File: src/rtl/cla_pkg.sv
// Shared types and helpers for the carry-lookahead accumulator.
package cla_pkg;

   // Block-level sequencing: collect pairs, flush the last pair, present the total.
   typedef enum logic [1:0] {
      ACCUM = 2'd0,
      DRAIN = 2'd1,
      DONE  = 2'd2
   } cla_acc_state_t;

   // Default accumulator width: one pair sum plus enough headroom for COUNT of them.
   function automatic int cla_acc_width(input int width, input int count);
      return width + 1 + $clog2(count);
   endfunction

endpackage

File: src/rtl/carry_lookahead_adder.sv
// Combinational WIDTH-bit adder with fully expanded lookahead carries.
module carry_lookahead_adder #(
   parameter int WIDTH = 8
) (
   input  logic [WIDTH-1:0] i_add1,
   input  logic [WIDTH-1:0] i_add2,
   output logic [WIDTH:0]   o_result
);

   logic [WIDTH-1:0] gen;
   logic [WIDTH-1:0] prop;
   logic [WIDTH:0]   carry;

   // Carry into bit i+1: any lower generate whose carry propagates all the way up.
   function automatic logic lookahead(input logic [WIDTH-1:0] g,
                                      input logic [WIDTH-1:0] p,
                                      input int               i);
      logic c;
      logic chain;
      c = 1'b0;
      for (int j = 0; j <= i; j++) begin
         chain = 1'b1;
         for (int k = j + 1; k <= i; k++) begin
            chain = chain & p[k];
         end
         c = c | (g[j] & chain);
      end
      return c;
   endfunction

   assign gen   = i_add1 & i_add2;
   assign prop  = i_add1 ^ i_add2;
   assign carry[0] = 1'b0;

   // Each carry is formed directly from generate/propagate terms, not rippled.
   for (genvar i = 0; i < WIDTH; i++) begin : g_carry
      assign carry[i+1] = lookahead(gen, prop, i);
   end

   assign o_result = {carry[WIDTH], prop ^ carry[WIDTH-1:0]};

endmodule

File: src/rtl/cla_accumulator.sv
// Accumulates COUNT operand-pair sums per block and hands the total off on a valid/ready port.
module cla_accumulator
   import cla_pkg::*;
#(
   parameter int WIDTH     = 8,
   parameter int COUNT     = 4,
   parameter int ACC_WIDTH = cla_acc_width(WIDTH, COUNT)
) (
   input  logic                 i_clk,
   input  logic                 i_rst_n,
   input  logic                 i_valid,
   output logic                 o_ready,
   input  logic [WIDTH-1:0]     i_add1,
   input  logic [WIDTH-1:0]     i_add2,
   output logic                 o_sum_valid,
   input  logic                 i_sum_ready,
   output logic [ACC_WIDTH-1:0] o_sum,
   output logic                 o_overflow
);

   localparam int CNT_W = $clog2(COUNT + 1);
   localparam logic [CNT_W-1:0] LAST_CNT = CNT_W'(COUNT - 1);

   cla_acc_state_t state;
   cla_acc_state_t next_state;

   logic [CNT_W-1:0]     in_cnt;
   logic                 op_vld;
   logic [WIDTH-1:0]     op_a;
   logic [WIDTH-1:0]     op_b;
   logic [WIDTH:0]       pair_sum;
   logic [ACC_WIDTH-1:0] acc;
   logic [ACC_WIDTH:0]   acc_next;
   logic                 accept;
   logic                 last_accept;
   logic                 take_sum;

   assign o_ready     = (state == ACCUM);
   assign o_sum_valid = (state == DONE);
   assign o_sum       = acc;

   assign accept      = i_valid && o_ready;
   assign last_accept = accept && (in_cnt == LAST_CNT);
   assign take_sum    = (state == DONE) && i_sum_ready;
   assign acc_next    = {1'b0, acc} + {{(ACC_WIDTH - WIDTH){1'b0}}, pair_sum};

   carry_lookahead_adder #(
      .WIDTH(WIDTH)
   ) u_adder (
      .i_add1  (op_a),
      .i_add2  (op_b),
      .o_result(pair_sum)
   );

   // State register for the block sequencer.
   always_ff @(posedge i_clk or negedge i_rst_n) begin
      if (!i_rst_n) begin
         state <= ACCUM;
      end else begin
         state <= next_state;
      end
   end

   // Next-state logic: the DRAIN beat lets the final captured pair reach the accumulator.
   always_comb begin
      next_state = state;
      case (state)
         ACCUM:   if (last_accept) next_state = DRAIN;
         DRAIN:   next_state = DONE;
         DONE:    if (i_sum_ready) next_state = ACCUM;
         default: next_state = ACCUM;
      endcase
   end

   // Operand capture: one register stage ahead of the adder, valid only on accepted beats.
   always_ff @(posedge i_clk or negedge i_rst_n) begin
      if (!i_rst_n) begin
         op_vld <= 1'b0;
         op_a   <= '0;
         op_b   <= '0;
      end else begin
         op_vld <= accept;
         if (accept) begin
            op_a <= i_add1;
            op_b <= i_add2;
         end
      end
   end

   // Pair counter: counts accepts in the block, restarts when the total is taken.
   always_ff @(posedge i_clk or negedge i_rst_n) begin
      if (!i_rst_n) begin
         in_cnt <= '0;
      end else if (take_sum) begin
         in_cnt <= '0;
      end else if (accept) begin
         in_cnt <= in_cnt + 1'b1;
      end
   end

   // Accumulator with sticky overflow; both clear once the consumer takes the total.
   always_ff @(posedge i_clk or negedge i_rst_n) begin
      if (!i_rst_n) begin
         acc        <= '0;
         o_overflow <= 1'b0;
      end else if (take_sum) begin
         acc        <= '0;
         o_overflow <= 1'b0;
      end else if (op_vld) begin
         acc <= acc_next[ACC_WIDTH-1:0];
         if (acc_next[ACC_WIDTH]) begin
            o_overflow <= 1'b1;
         end
      end
   end

endmodule

File: config.mk
export PLATFORM = sky130hd
export DESIGN_NAME = cla_accumulator
export DESIGN_NICKNAME = d
export VERILOG_FILES = /design/src/rtl/cla_pkg.sv /design/src/rtl/carry_lookahead_adder.sv /design/src/rtl/cla_accumulator.sv
export SDC_FILE = /design/constraint.sdc
export NUM_CORES = 1
export LEC_CHECK = 0
export CORE_MARGIN = 2
export CORE_UTILIZATION = 28
export DETAILED_ROUTE_END_ITERATION = 12
export HOLD_SLACK_MARGIN = 0.05
export PLACE_DENSITY = 0.59
export SETUP_SLACK_MARGIN = 0.15
export SLEW_MARGIN = 40
export SYNTH_ARGS = -nofsm -noshare
export SYNTH_HDL_FRONTEND = slang
export SYNTH_SLANG_ARGS = --single-unit
File: constraint.sdc
create_clock -name i_clk -period 4.9 [get_ports i_clk]
set_clock_uncertainty 0.1 [all_clocks]
set_input_delay 1.47 -clock i_clk [delete_from_list [all_inputs] [get_ports i_clk]]
set_output_delay 1.47 -clock i_clk [all_outputs]
set_load 0.005 [all_outputs]
==> metrics.cfg, run 1 <==
[status]
status=completed

[logic_synthesis]
synth_compound_area_share_pct=14.02
syn-num-nets=260
syn_inst=219
ys_seq_elements=34
avgSynthCellArea_sq_um=9.170
seq_area_frac_synth_pct=42.37
synth-xor-area-share_pct=3.925
synthAdderAreaFrac_pct=13.83
muxShareOfSynthArea_pct=3.489
synth_top_family_by_area=simple AND/OR/NAND/NOR gates
yosys_warnings=0
synthSimpleGateAreaFrac_pct=19.07
synth.cell_area_sq_um=2008
yosysUniqueCellTypes=40

[detailed_routing]
via_per_inst=4.654
via_count=1629
route.detailed.drc=0
drtIter0Drc=69
wirelength_microns=4273
final_antenna_net_count=0
routedWlPerCell_microns=12.21
dr.pass1.iters=4

[cells_and_area]
nets=295
fin_util_pct=36.65
fillers=705
drive_gt1_share_pct=3.150
antennaDiodeCount=0
post-route-cell-area_sq_um=2517
final_cell_count_no_fill=350
syn2layout_area_growth_pct=25.36

[floorplan]
core_area_sq_um=6869
die_area_sq_um=7865
initial_core_util_pct=29.23
rows=30
io-pin-count=34
fp.dieW_microns=88.69
die_h_microns=88.69

[critical_path]
path_cells=clkdlybuf4s50_1 -> nand2_1 -> inv_1 -> xnor2_1 -> nor2_1
r2r_start=op_a[1]
reg2reg_to=o_sum[9]
cp.arrival_ns=3.19
cpMaxStageDelayCell=inv_1
required_ns=4.95
crit_path_max_fanout=21
r2r_cells=10
start_kind=input port
critPathMaxStageDelay_ns=0.64
end_kind=flip-flop
rrSetupSlack_ns=1.93
path_class=input port to flip-flop

[sta]
rsz0062_at_grt=no
fin_tns_setup_ns=0
finalHoldViolations=0
period_share_pct=64.19
slew_violations=0
layout_min_cycle_time_ns=3.145
tightest_slew_ns=0.6858
fmax_mhz=317.9
max_slew_margin_pct=54.28
setup_viol=0

[clock_network]
post_cts_buffers=0
cts_resized=0
cts_tree=built
clk_latency_ns=0.28
cts.htree.levels=2
cts-buffers-inserted=5
clockRootBuffer=clkbuf_8
cts_buffer_depth=2
clk_pin_slew_ns=0.06
clock_sinks=34
ctsHoldBuffers=0

[power]
powerDensity_nw_per_um2=850.8
p_leak_nw=1.183
switchingPower_mw=0.9278
pwr-share-clk_pct=9.1
ir_drop_mv=0.3547
power.internal_mw=1.214
comb_power_share_pct=66.8
pwr-share-seq_pct=24.1
switching_share_pct=43.32

[min_path]
hp-start=op_b[7]
hold_depth=2
min_to=op_b[7]
worstHoldPathType=flip-flop to flip-flop

[placed_design]
portBuffers=33
post_dp_cell_area_sq_um=2441
globalplace.congestion=0.7617
dp_hpwl_microns=3193
dpl.cell_count=343

[grt]
grt_pass1_wl_microns=7403
grt-ovfl-total=0
grt_pass1_vias=1573
antenna_found_initial=0
grt_max_degree=35
grtUsageTotal_pct=12.26

[flow_run]
cap_violations=0

layout by cell type, fill, tap and decap left out, types with 7 or more instances in the layout:
master           count
nand2_1             54
dfrtp_1             34
clkdlybuf4s50_1     33
ha_1                19
nor2_1              16
inv_1               11
a21oi_1              9
o21ai_0              9
xnor2_1              8
mux2i_1              7
Yosys cell counts:
cell type / instances / share of area (%)
nand2_1: 54 / 10
dfrtp_1: 34 / 42
ha_1: 19 / 12
nor2_1: 16 / 3.0
inv_1: 11 / 2.1
a21oi_1: 9 / 2.2
o21ai_0: 9 / 2.2
xnor2_1: 8 / 3.5
mux2i_1: 7 / 3.5
nand2b_1: 4 / 1.2
nand3_1: 4 / 1.0
a21o_1: 3 / 1.1
clkbuf_1: 3 / 0.56
o21a_1: 3 / 1.1
o21ai_1: 3 / 0.75
o31a_1: 3 / 1.3
a211oi_1: 2 / 0.75
buf_2: 2 / 0.50
fa_1: 2 / 2.0
nor2b_1: 2 / 0.62
o2111ai_1: 2 / 0.87
a22o_1: 1 / 0.44
a311oi_1: 1 / 0.44
a41oi_1: 1 / 0.44
and2_1: 1 / 0.31
and3_1: 1 / 0.31
and4b_1: 1 / 0.50
buf_1: 1 / 0.19
nand4_1: 1 / 0.31
nor2b_4: 1 / 0.69
nor3_1: 1 / 0.25
o211ai_1: 1 / 0.37
o21bai_1: 1 / 0.37
o221ai_1: 1 / 0.44
o22ai_1: 1 / 0.31
o2bb2ai_1: 1 / 0.44
o31ai_1: 1 / 0.37
or2_2: 1 / 0.31
or3b_1: 1 / 0.44
xor2_1: 1 / 0.44
cell families (layout without fill, tap and decap cells):
kind of cell | count (synthesis) | after routing
adders and majority gates | 21 | 21
xor gates and xnor gates | 9 | 9
DFF | 34 | 34
muxes | 7 | 7
buffers and inverters | 17 | 52
AOI/OAI and AO/OA | 43 | 43
and+or+nand+nor | 88 | 88
cell type report:
| type | count | area, sq um | area share, % |
|---|---|---|---|
| inverter | 11 | 41.29 | 1.640 |
| sequential | 34 | 850.8 | 33.80 |
| timing repair buffer | 34 | 337.8 | 13.42 |
| tap | 96 | 120.1 | 4.771 |
| multi-input combinational | 168 | 1091 | 43.34 |
| clock buffer | 7 | 76.32 | 3.032 |
worst max-delay path: cells and delay by family:
family	cells	cell delay, ns
buf+inv	2	1.11
xor+xnor	1	0.19
simple gates	2	0.42
state kept, by name, indices dropped and copies added, names as in the netlist:
| signal | flops |
|---|---|
| in_cnt | 3 |
| o_overflow | 1 |
| o_sum | 11 |
| op_a | 8 |
| op_b | 8 |
| op_vld | 1 |
| state | 2 |
per-stage QoR:
stage	setup WS (ns)	hold slack [ns]	total power, mW
after floorplan	2.325	0.3497	1.589
after global placement	1.434	0.3645	1.928
after detailed placement	1.454	0.3724	1.949
after CTS	1.745	0.3881	2.160
after global routing	1.539	0.4064	2.397
final	1.755	0.3832	2.142
worst max path at each step:
stage                  from  slack, ns  cells past startpoint        end
floorplan           op_a[0]       2.32                     10   o_sum[6]
CTS                 i_valid       1.75                      5  in_cnt[0]
global route        i_valid       1.54                      5  in_cnt[0]
finish              i_valid       1.75                      5  in_cnt[0]
detailed placement  i_valid       1.45                      5  in_cnt[0]
global placement    i_valid       1.43                      5  in_cnt[0]
routing by layer:
metal  share of wire, %  track usage, %
met1                 48           15.97
met2                 47           19.40
met3                4.4           3.451
met4               0.66           4.545
met5                  0               0
power by group through the flow:
stage	Combinational, mW	Sequential (mW)	Clock, mW
finish	1.43	0.517	0.194
detailed placement	1.42	0.525	0
global placement	1.40	0.524	0
global route	1.64	0.540	0.218
CTS	1.44	0.520	0.203
floorplan	1.10	0.492	0
No activity file was read; power rests on OpenSTA's default activity.
==> run 2, diff against run 1 <==
--- a/config.mk
+++ b/config.mk
@@ -9,7 +9,7 @@
 export CORE_UTILIZATION = 28
 export DETAILED_ROUTE_END_ITERATION = 12
 export HOLD_SLACK_MARGIN = 0.05
-export PLACE_DENSITY = 0.59
+export PLACE_DENSITY = 0.6
 export SETUP_SLACK_MARGIN = 0.15
 export SLEW_MARGIN = 40
 export SYNTH_ARGS = -nofsm -noshare
==> constraint.sdc (replaced) <==
create_clock -name i_clk -period 2.83 [get_ports i_clk]
set_clock_uncertainty 0.1 [all_clocks]
set_input_delay 0.849 -clock i_clk [delete_from_list [all_inputs] [get_ports i_clk]]
set_output_delay 0.849 -clock i_clk [all_outputs]
set_load 0.005 [all_outputs]
==> metrics.cfg, run 2 (synthesis gave the netlist of run 1 again) <==
[detailed_routing]
dr.pass1.iters=4  ; unchanged
wirelength_microns=4397  ; was 4273 microns
drtIter0Drc=72  ; was 69
routedWlPerCell_microns=12.18  ; was 12.21 microns
final_antenna_net_count=0  ; unchanged
via_per_inst=4.490  ; was 4.654
route.detailed.drc=0  ; unchanged
via_count=1621  ; was 1629

[sta]
rsz0062_at_grt=yes  ; was no
slew_violations=0  ; unchanged
max_slew_margin_pct=55.14  ; was 54.28%
tightest_slew_ns=0.6729  ; was 0.6858 ns
period_share_pct=98.65
fmax_mhz=358.2
layout_min_cycle_time_ns=2.792
finalHoldViolations=0  ; unchanged
setup_viol=0  ; unchanged

[placed_design]
portBuffers=33  ; unchanged
globalplace.congestion=0.7558  ; was 0.7617
dp_hpwl_microns=3118  ; was 3193 microns

[floorplan]
core_area_sq_um=6869  ; unchanged
io-pin-count=34  ; unchanged
die_h_microns=88.69  ; unchanged
die_area_sq_um=7865  ; unchanged
fp.dieW_microns=88.69  ; unchanged
initial_core_util_pct=29.23  ; unchanged
rows=30  ; unchanged

[critical_path]
path_class=flip-flop to flip-flop  ; was input port to flip-flop
cp.arrival_ns=2.87  ; was 3.19 ns
required_ns=2.91  ; was 4.95 ns
cpMaxStageDelayCell=dfrtp_1  ; was inv_1
r2r_cells=11  ; was 10
path_cells=ha_1 -> a21oi_2 -> nor2b_2 -> o31a_1 -> a21oi_2 -> ha_4 -> o21a_1 -> o31a_1 -> o21ai_1 -> or3b_1 -> a22o_1  ; was clkdlybuf4s50_1 -> nand2_1 -> inv_1 -> xnor2_1 -> nor2_1
end_kind=flip-flop  ; unchanged
crit_path_max_fanout=4  ; was 21
start_kind=flip-flop  ; was input port
critPathMaxStageDelay_ns=0.38  ; was 0.64 ns

[cells_and_area]
fillers=675  ; was 705
largest_register_ffs=11  ; unchanged
syn2layout_area_growth_pct=35.33  ; was 25.36%
nets=305  ; was 295
final_cell_mix=54 x nand2_1, 34 x dfrtp_1, 33 x clkdlybuf4s50_1, 16 x nor2_1, 16 x ha_1  ; was 54 x nand2_1, 34 x dfrtp_1, 33 x clkdlybuf4s50_1, 19 x ha_1, 16 x nor2_1
antennaDiodeCount=0  ; unchanged
drive_gt1_share_pct=13.58  ; was 3.150%
layout_commonest_cell=nand2_1  ; unchanged
fin_util_pct=39.56  ; was 36.65%

[status]
status=completed  ; unchanged

[min_path]
hold_depth=2  ; unchanged
worstHoldPathType=flip-flop to flip-flop  ; unchanged

[flow_run]
cap_violations=0  ; unchanged

[clock_network]
clockRootBuffer=clkbuf_8  ; unchanged
ctsHoldBuffers=0  ; unchanged
clk_pin_slew_ns=0.07  ; was 0.06 ns
clk_latency_ns=0.29  ; was 0.28 ns
clock_sinks=34  ; unchanged
cts_tree=built  ; unchanged
cts-buffers-inserted=5  ; unchanged
cts.htree.levels=2  ; unchanged
cts_buffer_depth=2  ; unchanged

[grt]
antenna_found_initial=0  ; unchanged
grt_max_degree=35  ; unchanged
grt-ovfl-total=0  ; unchanged
grtUsageTotal_pct=11.91  ; was 12.26%
grt_pass1_vias=1596  ; was 1573
grt_pass1_wl_microns=7203  ; was 7403 microns

## run 2: cell count changes in the layout (fill, tap and decap cells not counted), moves of 3 or more
cell / before / now
ha_1: 19 / 16
a21oi_2: 0 / 4
a21oi_1: 9 / 5
buf_4: 1 / 9
## run 2: layout make-up
type                       instances  area [sq um]  area share [%]
multi-input combinational        168          1194           43.92
sequential                        34         850.8           31.31
timing repair buffer              44         420.4           15.47
tap                               96         120.1           4.420
clock buffer                       7         86.33           3.177
inverter                          11         41.29           1.519
clock inverter                     1         5.005          0.1842
## run 2: per-layer routing
metal	part of all wire [%]	GRT usage, %	wire length, microns	up-vias
met4	2.0	4.821	89	0
met1	47	14.68	2057	746
met5	0	0	0	-
li1	-	-	-	839
met3	4.5	3.638	197	10
met2	47	19.40	2053	26
## run 2: worst max-delay path: cells and delay by family (launching register included)
family	cells	cell delay, ns
AOI/OAI and AO/OA	7	1.24
adders and majority gates	2	0.54
and+or+nand+nor	2	0.42
DFF	1	0.38
## run 2: metrics by stage
step / TNS (ns) / setup WS [ns] / hold slack (ns) / instance area, sq um / cells
after floorplan: 0 / 0.2547 / 0.3497 / 2008 / 219
after global routing: -0.1762 / -0.05016 / 0.4100 / 2718 / 361
after detailed placement: -0.1518 / -0.07273 / 0.3738 / 2464 / 346
after global placement: -0.1870 / -0.08308 / 0.3674 / 2464 / 346
final: 0 / 0.03807 / 0.3868 / 2718 / 361
after CTS: 0 / 0.09566 / 0.3923 / 2633 / 357
## run 2: final timing paths
| kind | start | end | slack [ns] |
|---|---|---|---|
| setup / recovery | op_a[1] | o_sum[6] | 0.04 |
| hold / removal | op_b[3] | op_b[3] | 0.39 |
| setup reg to reg | op_a[1] | o_sum[6] | 0.04 |
| hold reg to reg | op_b[3] | op_b[3] | 0.39 |
| max in group asynchronous | i_rst_n | o_sum[3] | 1.44 |
| min in group asynchronous | i_rst_n | o_sum[10] | 0.88 |
## run 2: what timing repair did
item / CTS / global route
setup buffers: 3 / 4
gates resized for setup: 9 / 11
endpoints found under the setup margin: 6 / 7
pin swaps: 6 / 11
Power of run 2 is not shown: default switching activity piles up to over one toggle a cycle in this logic, so the estimate is an artifact.
